File: config.mk
export PLATFORM = sky130hd
export DESIGN_NAME = i2c_master_tx
export DESIGN_NICKNAME = d
export VERILOG_FILES = /design/src/rtl/i2c_pkg.sv /design/src/rtl/i2c_scl_gen.sv /design/src/rtl/i2c_master_tx.sv
export SDC_FILE = /design/constraint.sdc
export NUM_CORES = 1
export LEC_CHECK = 0
export BUFFER_PORTS_ARGS = -buffer_cell sky130_fd_sc_hd__buf_2
export CORE_UTILIZATION = 50
export DETAILED_ROUTE_END_ITERATION = 7
export GPL_ROUTABILITY_DRIVEN = 0
export PLACE_DENSITY = 0.73
export SYNTH_ARGS = -nofsm -noshare
export SYNTH_HDL_FRONTEND = slang
export SYNTH_SLANG_ARGS = --single-unit
File: constraint.sdc
create_clock -name CLK -period 2.6 [get_ports CLK]
set_clock_uncertainty 0.1 [all_clocks]
set_input_delay 0.52 -clock CLK [delete_from_list [all_inputs] [get_ports CLK]]
set_output_delay 0.52 -clock CLK [all_outputs]
set_load 0.05 [all_outputs]
File: src/rtl/i2c_pkg.sv
// Shared definitions for the write-only I2C master: FSM state encoding and bus-level constants.
package i2c_pkg;

  typedef enum logic [2:0] {
    S_IDLE     = 3'd0,
    S_START    = 3'd1,
    S_ADDR     = 3'd2,
    S_ADDR_ACK = 3'd3,
    S_LOAD     = 3'd4,
    S_DATA     = 3'd5,
    S_DATA_ACK = 3'd6,
    S_STOP     = 3'd7
  } state_e;

  localparam logic I2C_WRITE = 1'b0;
  localparam logic ACK       = 1'b0;

endpackage

File: src/rtl/i2c_scl_gen.sv
// Quarter/phase timebase for one SCL bit: CLK_DIV clocks per quarter, four quarters per bit.
module i2c_scl_gen #(
  parameter int CLK_DIV = 4
) (
  input  logic       CLK,
  input  logic       RST,
  input  logic       en,
  input  logic       clr,
  output logic [1:0] phase,
  output logic       q_end,
  output logic       scl_hi
);

  localparam int QW = $clog2(CLK_DIV);
  localparam logic [QW-1:0] Q_LAST = QW'(CLK_DIV - 1);

  logic [QW-1:0] q_q, q_d;
  logic [1:0]    p_q, p_d;

  assign q_end  = en && (q_q == Q_LAST);
  assign phase  = p_q;
  assign scl_hi = p_q[1];

  // Disabled or cleared means "parked at the start of p0", so a resumed bit is always full length.
  always_comb begin
    q_d = q_q;
    p_d = p_q;
    if (!en || clr) begin
      q_d = '0;
      p_d = '0;
    end else if (q_end) begin
      q_d = '0;
      p_d = p_q + 2'd1;
    end else begin
      q_d = q_q + QW'(1);
    end
  end

  always_ff @(posedge CLK) begin
    if (RST) begin
      q_q <= '0;
      p_q <= '0;
    end else begin
      q_q <= q_d;
      p_q <= p_d;
    end
  end

endmodule

File: src/rtl/i2c_master_tx.sv
// Write-only I2C master: START, address+W, streamed data bytes with ACK checks, STOP.
// Bus outputs are registered from current state/phase, so they trail the timebase by one CLK uniformly.
module i2c_master_tx
  import i2c_pkg::*;
#(
  parameter int CLK_DIV = 4
) (
  input  logic       CLK,
  input  logic       RST,
  input  logic       cmd_start,
  input  logic [6:0] cmd_addr,
  input  logic [7:0] tx_data,
  input  logic       tx_valid,
  input  logic       tx_last,
  output logic       tx_ready,
  output logic       SCL,
  output logic       SDA_oe,
  input  logic       SDA_in,
  output logic       bit_count,
  output logic       busy,
  output logic       done,
  output logic       ack_err,
  output logic [2:0] dbg_state
);

  state_e      state_q;
  logic        scl_q, sda_oe_q, bit_count_q, busy_q, done_q, ack_err_q;
  logic        last_q, nack_q;
  logic [7:0]  sh_q;
  logic [2:0]  cnt_q;

  logic [1:0]  phase;
  logic        q_end, scl_hi, bit_end, gen_en, gen_clr;

  assign gen_en  = (state_q != S_IDLE) && (state_q != S_LOAD);
  assign gen_clr = (state_q == S_START) && q_end && (phase == 2'd1);
  assign bit_end = q_end && (phase == 2'd3);

  i2c_scl_gen #(.CLK_DIV(CLK_DIV)) u_scl_gen (
    .CLK    (CLK),
    .RST    (RST),
    .en     (gen_en),
    .clr    (gen_clr),
    .phase  (phase),
    .q_end  (q_end),
    .scl_hi (scl_hi)
  );

  // Byte handshake: a byte transfers on a CLK edge where tx_valid && tx_ready; ready only exists in LOAD.
  assign tx_ready  = (state_q == S_LOAD) && tx_valid;
  assign SCL       = scl_q;
  assign SDA_oe    = sda_oe_q;
  assign bit_count = bit_count_q;
  assign busy      = busy_q;
  assign done      = done_q;
  assign ack_err   = ack_err_q;
  assign dbg_state = state_q;

  always_ff @(posedge CLK) begin
    if (RST) begin
      state_q     <= S_IDLE;
      scl_q       <= 1'b1;
      sda_oe_q    <= 1'b0;
      bit_count_q <= 1'b0;
      busy_q      <= 1'b0;
      done_q      <= 1'b0;
      ack_err_q   <= 1'b0;
      last_q      <= 1'b0;
      nack_q      <= 1'b0;
      sh_q        <= '0;
      cnt_q       <= '0;
    end else begin
      done_q      <= 1'b0;
      bit_count_q <= ((state_q == S_ADDR) || (state_q == S_DATA)) && scl_hi;
      case (state_q)
        S_IDLE: begin
          scl_q    <= 1'b1;
          sda_oe_q <= 1'b0;
          // The done cycle is IDLE entry; a new command is taken only from the following CLK.
          if (cmd_start && !done_q) begin
            state_q   <= S_START;
            busy_q    <= 1'b1;
            ack_err_q <= 1'b0;
            sh_q      <= {cmd_addr, I2C_WRITE};
            cnt_q     <= '0;
          end
        end
        S_START: begin
          scl_q    <= 1'b1;
          sda_oe_q <= 1'b1;
          if (gen_clr) state_q <= S_ADDR;
        end
        S_ADDR, S_DATA: begin
          scl_q <= scl_hi;
          if (phase != 2'd0) sda_oe_q <= ~sh_q[7];
          if (bit_end) begin
            sh_q  <= {sh_q[6:0], 1'b0};
            cnt_q <= cnt_q + 3'd1;
            if (cnt_q == 3'd7) state_q <= (state_q == S_ADDR) ? S_ADDR_ACK : S_DATA_ACK;
          end
        end
        S_ADDR_ACK, S_DATA_ACK: begin
          scl_q <= scl_hi;
          if (phase != 2'd0) sda_oe_q <= 1'b0;
          if (q_end && (phase == 2'd2)) nack_q <= SDA_in;
          if (bit_end) begin
            if (nack_q != ACK) begin
              ack_err_q <= 1'b1;
              state_q   <= S_STOP;
            end else if ((state_q == S_ADDR_ACK) || !last_q) begin
              state_q <= S_LOAD;
            end else begin
              state_q <= S_STOP;
            end
          end
        end
        S_LOAD: begin
          scl_q <= 1'b0;
          if (tx_valid) begin
            sh_q    <= tx_data;
            last_q  <= tx_last;
            state_q <= S_DATA;
          end
        end
        S_STOP: begin
          scl_q <= scl_hi;
          // SDA goes low only once SCL is already low, and is released in p3 while SCL is high.
          if ((phase == 2'd1) || (phase == 2'd2)) sda_oe_q <= 1'b1;
          else if (phase == 2'd3)                sda_oe_q <= 1'b0;
          if (bit_end) begin
            state_q <= S_IDLE;
            busy_q  <= 1'b0;
            done_q  <= 1'b1;
          end
        end
        default: state_q <= S_IDLE;
      endcase
    end
  end

endmodule

==> results list <==
- Global routing finished with a remaining overflow of 0.
- The pre-antenna-repair detailed-routing pass consisted of 4 iterations.
- The mapped netlist covers roughly 1800 um2.
- Die outline height: approximately 60 um
- The worst hold path begins at SDA_in.
* Power per cell area: 542 nW/um2
- The worst hold path terminates at nack_q.
* Path class of the lowest-slack min-delay path: in2reg
- Buffer levels on the longest clock path: 2
- Chip Width: 61.3 um
* Cts repair resizes: 0
* Total DRC errors in the routed layout: 0
- The first global-routing pass estimated between 6000 and 7000 um of wire.
* Antenna violation net count after detailed routing: 0
* Top layer reached by signal wires: met4
- Port-buffer cells: 30
* Post-DR wirelength/cell: 14.7 um
- Sequential cell area: 520 um2
- FF-to-FF Start: dbg_state[0]
- Worst setup SP type: flop
- First-iteration detailed-routing DRC count: 106
- Vias: between 1500 and 2000
- Along the worst path, the maximum fanout reaches 23.
- In this run, synthesis inferred 0 flip-flops with an integrated enable.
- Maximum resistive drop on vdd: ~0.25 mV
- RR Endpoint: dbg_state[0]
- Maximum frequency from static timing analysis: ~400 MHz
- Overall global routing resource usage: between 20% and 30%
- Worst Setup End Kind: output port
- Run status: complete, no violations
- The synthesized design contains 26 register bits.
- The max-slew violation count was 0.
- Entering global routing, the biggest net connects 26 pins.
- Crit path DAT: approximately 1.8 ns
- Post-synth cell types: 52
- Predominant post-synthesis flop cell: dfxtp_1
- The repair_antennas step left the layout with diodes totalling 0.
* Top cells by instance count after synthesis: 27 x nor2_1, 26 x dfxtp_1, 22 x a21oi_1
* Total met3 wirelength after detailed routing: approximately 220 um
- Detailed-routing wirelength on met1: about 2000 um
- The post-route netlist has between 20% and 30% of its cells at a drive strength greater than 1.
* DRT Wirelength: slightly above 4000 um
- Worst endpoint required time: roughly 2.0 ns
- The count of endpoints failing hold in the final timing report was 0.
- Length in cells of the worst reg-to-reg path: 4
* Leakage dissipation: 0.776 nW
- Fraction of registers with async set/reset: 0%
- By area the synthesized netlist is led by dfxtp_1 30%, a21oi_1 6.3%, o221ai_1 6.0%, nor2_1 5.8%, ha_1 5.7%.
- In this run the number of H-tree levels came out at 1.
* Worst hold path cell count: 3
- At the pin with the least slew margin, the transition time is around 0.69 ns.
* Post-Syn Instances: between 200 and 250
* Clock net sink count: 26
* Setup slack, reg-to-reg: 0.47 ns
- For this run, the post-layout net count is around 270.
* CTS Hold Buffers Added: 0
- Fin Setup TNS: 0 ns
- Yosys warning total: 0
* Final-layout fill cell count: approximately 340
- Fraction of post-synthesis cell area in the top cell type by area: between 20% and 30%
- Worst setup path start: dbg_state[0]
- Count of boundary I/O pins: 31
- The initial antenna violation count is 0.
- Combined area of the multi-input logic cells: 1080 um2
- dfxtp_1 takes more of the synthesized area than any other cell.
* Clock latency at the later pin of the worst-skew pair: 0.33 ns
* # Max-Cap Violations: 0
- DP HPWL: 2940 um
- After clock tree synthesis, the clock-pin slew on the worst setup and hold paths is ~0.14 ns.
- In this run the core area contains 21 standard-cell rows.
* Max_slew headroom: between 50 and 60%
- Signed area change from the synthesized netlist to the final layout: 9.46%
* Effective utilization at floorplan: 52.3%
- Placeable core region: between 3000 and 4000 um2
* CTS tree: built
- Mean instance size in the synthesized netlist: between 8 and 9 um2
- The number of global-route vias before repair is about 1400.
* CTS buffer count: 3
- Using the TritonRoute via totals, the vias-per-cell ratio works out to just over 6.
- The critical path is of the reg2out type.
- Of the available clock period, the critical path in the final layout requires between 90 and 100%.
* Net Count, Synth: between 200 and 250
- Area enclosed by the die boundary: approximately 3800 um2
* Number of setup buffers added after CTS: 0
* Tmin final: about 2.5 ns
- Cell at the root of the clock tree: clkbuf_4
- Sequential element share of the synthesized area: between 20 and 30%
- Setup violations remaining at the end of the flow were counted as 0.
- OpenSTA, run right after detailed placement, puts the worst setup slack at ~0.52 ns.
- Setup repair after global routing left no endpoint under its margin.
- Most used standard cell by instance count after synthesis: nor2_1
* Least setup slack across all paths after layout: roughly 0.14 ns
* WL met2: approximately 1800 um
==> metrics by stage <==
step	cell area [um2]	power (mW)	utilization [%]	cells	hold WS, ns
5_1_grt	1930	1.11	57.3	280	0.324
4_1_cts	1930	1.04	57.3	280	0.310
6_report	1930	1.04	57.3	280	0.311
3_5_place_dp	1900	0.871	56.6	277	0.325
2_1_floorplan	1760	0.802	-	211	0.308
3_3_place_gp	1900	0.867	56.6	277	0.319
==> area by class of cell <==
class / instances / share of cell area [%]
Multi-Input combinational cell: 159 / 56.3
Sequential cell: 26 / 27.0
Tap cell: 46 / 2.99
Timing Repair Buffer: 38 / 10.9
Clock buffer: 3 / 1.17
Inverter: 8 / 1.56
==> power by group <==
group / internal (mW) / total [mW] / switching [mW] / leakage (nW)
registers: 0.439 / 0.486 / 0.0471 / 0.212
logic: 0.152 / 0.382 / 0.230 / 0.550
clock network: 0.0544 / 0.175 / 0.120 / 0.0138
total: 0.646 / 1.04 / 0.397 / 0.776
==> flip-flops by register name, summed over array words and instances, names as in the netlist <==
register / flops
SCL: 1
SDA_oe: 1
ack_err: 1
bit_count: 1
busy: 1
cnt_q: 3
dbg_state: 3
done: 1
last_q: 1
nack_q: 1
sh_q: 8
u_scl_gen.phase: 2
u_scl_gen.q_q: 2
==> layer usage <==
| layer | vias up | GRT usage, % |
|---|---|---|
| met5 | - | 0 |
| li1 | 853 | - |
| met4 | 0 | 9.09 |
| met3 | 7 | 1.89 |
| met1 | 779 | 35.5 |
| met2 | 59 | 34.2 |
==> layout by cell type (no fill, tap or decap), types with 2 or more instances in the layout <==
cell type  Yosys  final
and2_1         2      2
o221ai_1      12     12
a31o_2         3      3
or3b_2         2      2
nand2_1       10     10
xnor2_1        2      2
nor4_1         3      3
inv_1          8      8
buf_4          2      8
o21ai_0        7      7
nor4b_1        3      3
nand4_1        2      2
nor3b_1        2      2
dfxtp_1       26     26
nand3_1        3      3
a21oi_1       22     22
nor3_1         6      5
buf_2          6     30
mux2i_1        4      4
a221oi_1       2      2
nor2_1        27     27
nor2b_1        2      2
a211oi_1       7      7
o2bb2ai_1      7      7
ha_1           8      8
clkbuf_4       0      3
==> logic make-up after synthesis <==
kind of cell    Yosys count  synth area share (%)
xor+xnor                  3                  1.49
buf+inv                  26                  9.03
fa+ha+maj                 8                  5.69
compound gates           74                  31.5
simple gates             70                  20.4
mux                       4                  2.28
flops                    26                  29.6
==> critical path: stages, from the launching register on <==
cell and delay (ns):
dfxtp_1 0.54, or2_1 0.46, nor3_2 0.21, buf_2 0.30
==> worst max-delay path by stage <==
stage | endpoint | slack (ns) | cells past startpoint
after global routing | tx_ready | 0.02 | 3
after CTS | tx_ready | 0.13 | 3
after floorplan | tx_ready | 0.09 | 4
after detailed placement | tx_ready | 0.52 | 3
after global placement | tx_ready | 0.54 | 3
final | tx_ready | 0.14 | 3
Power figures use the tool's default switching activity.
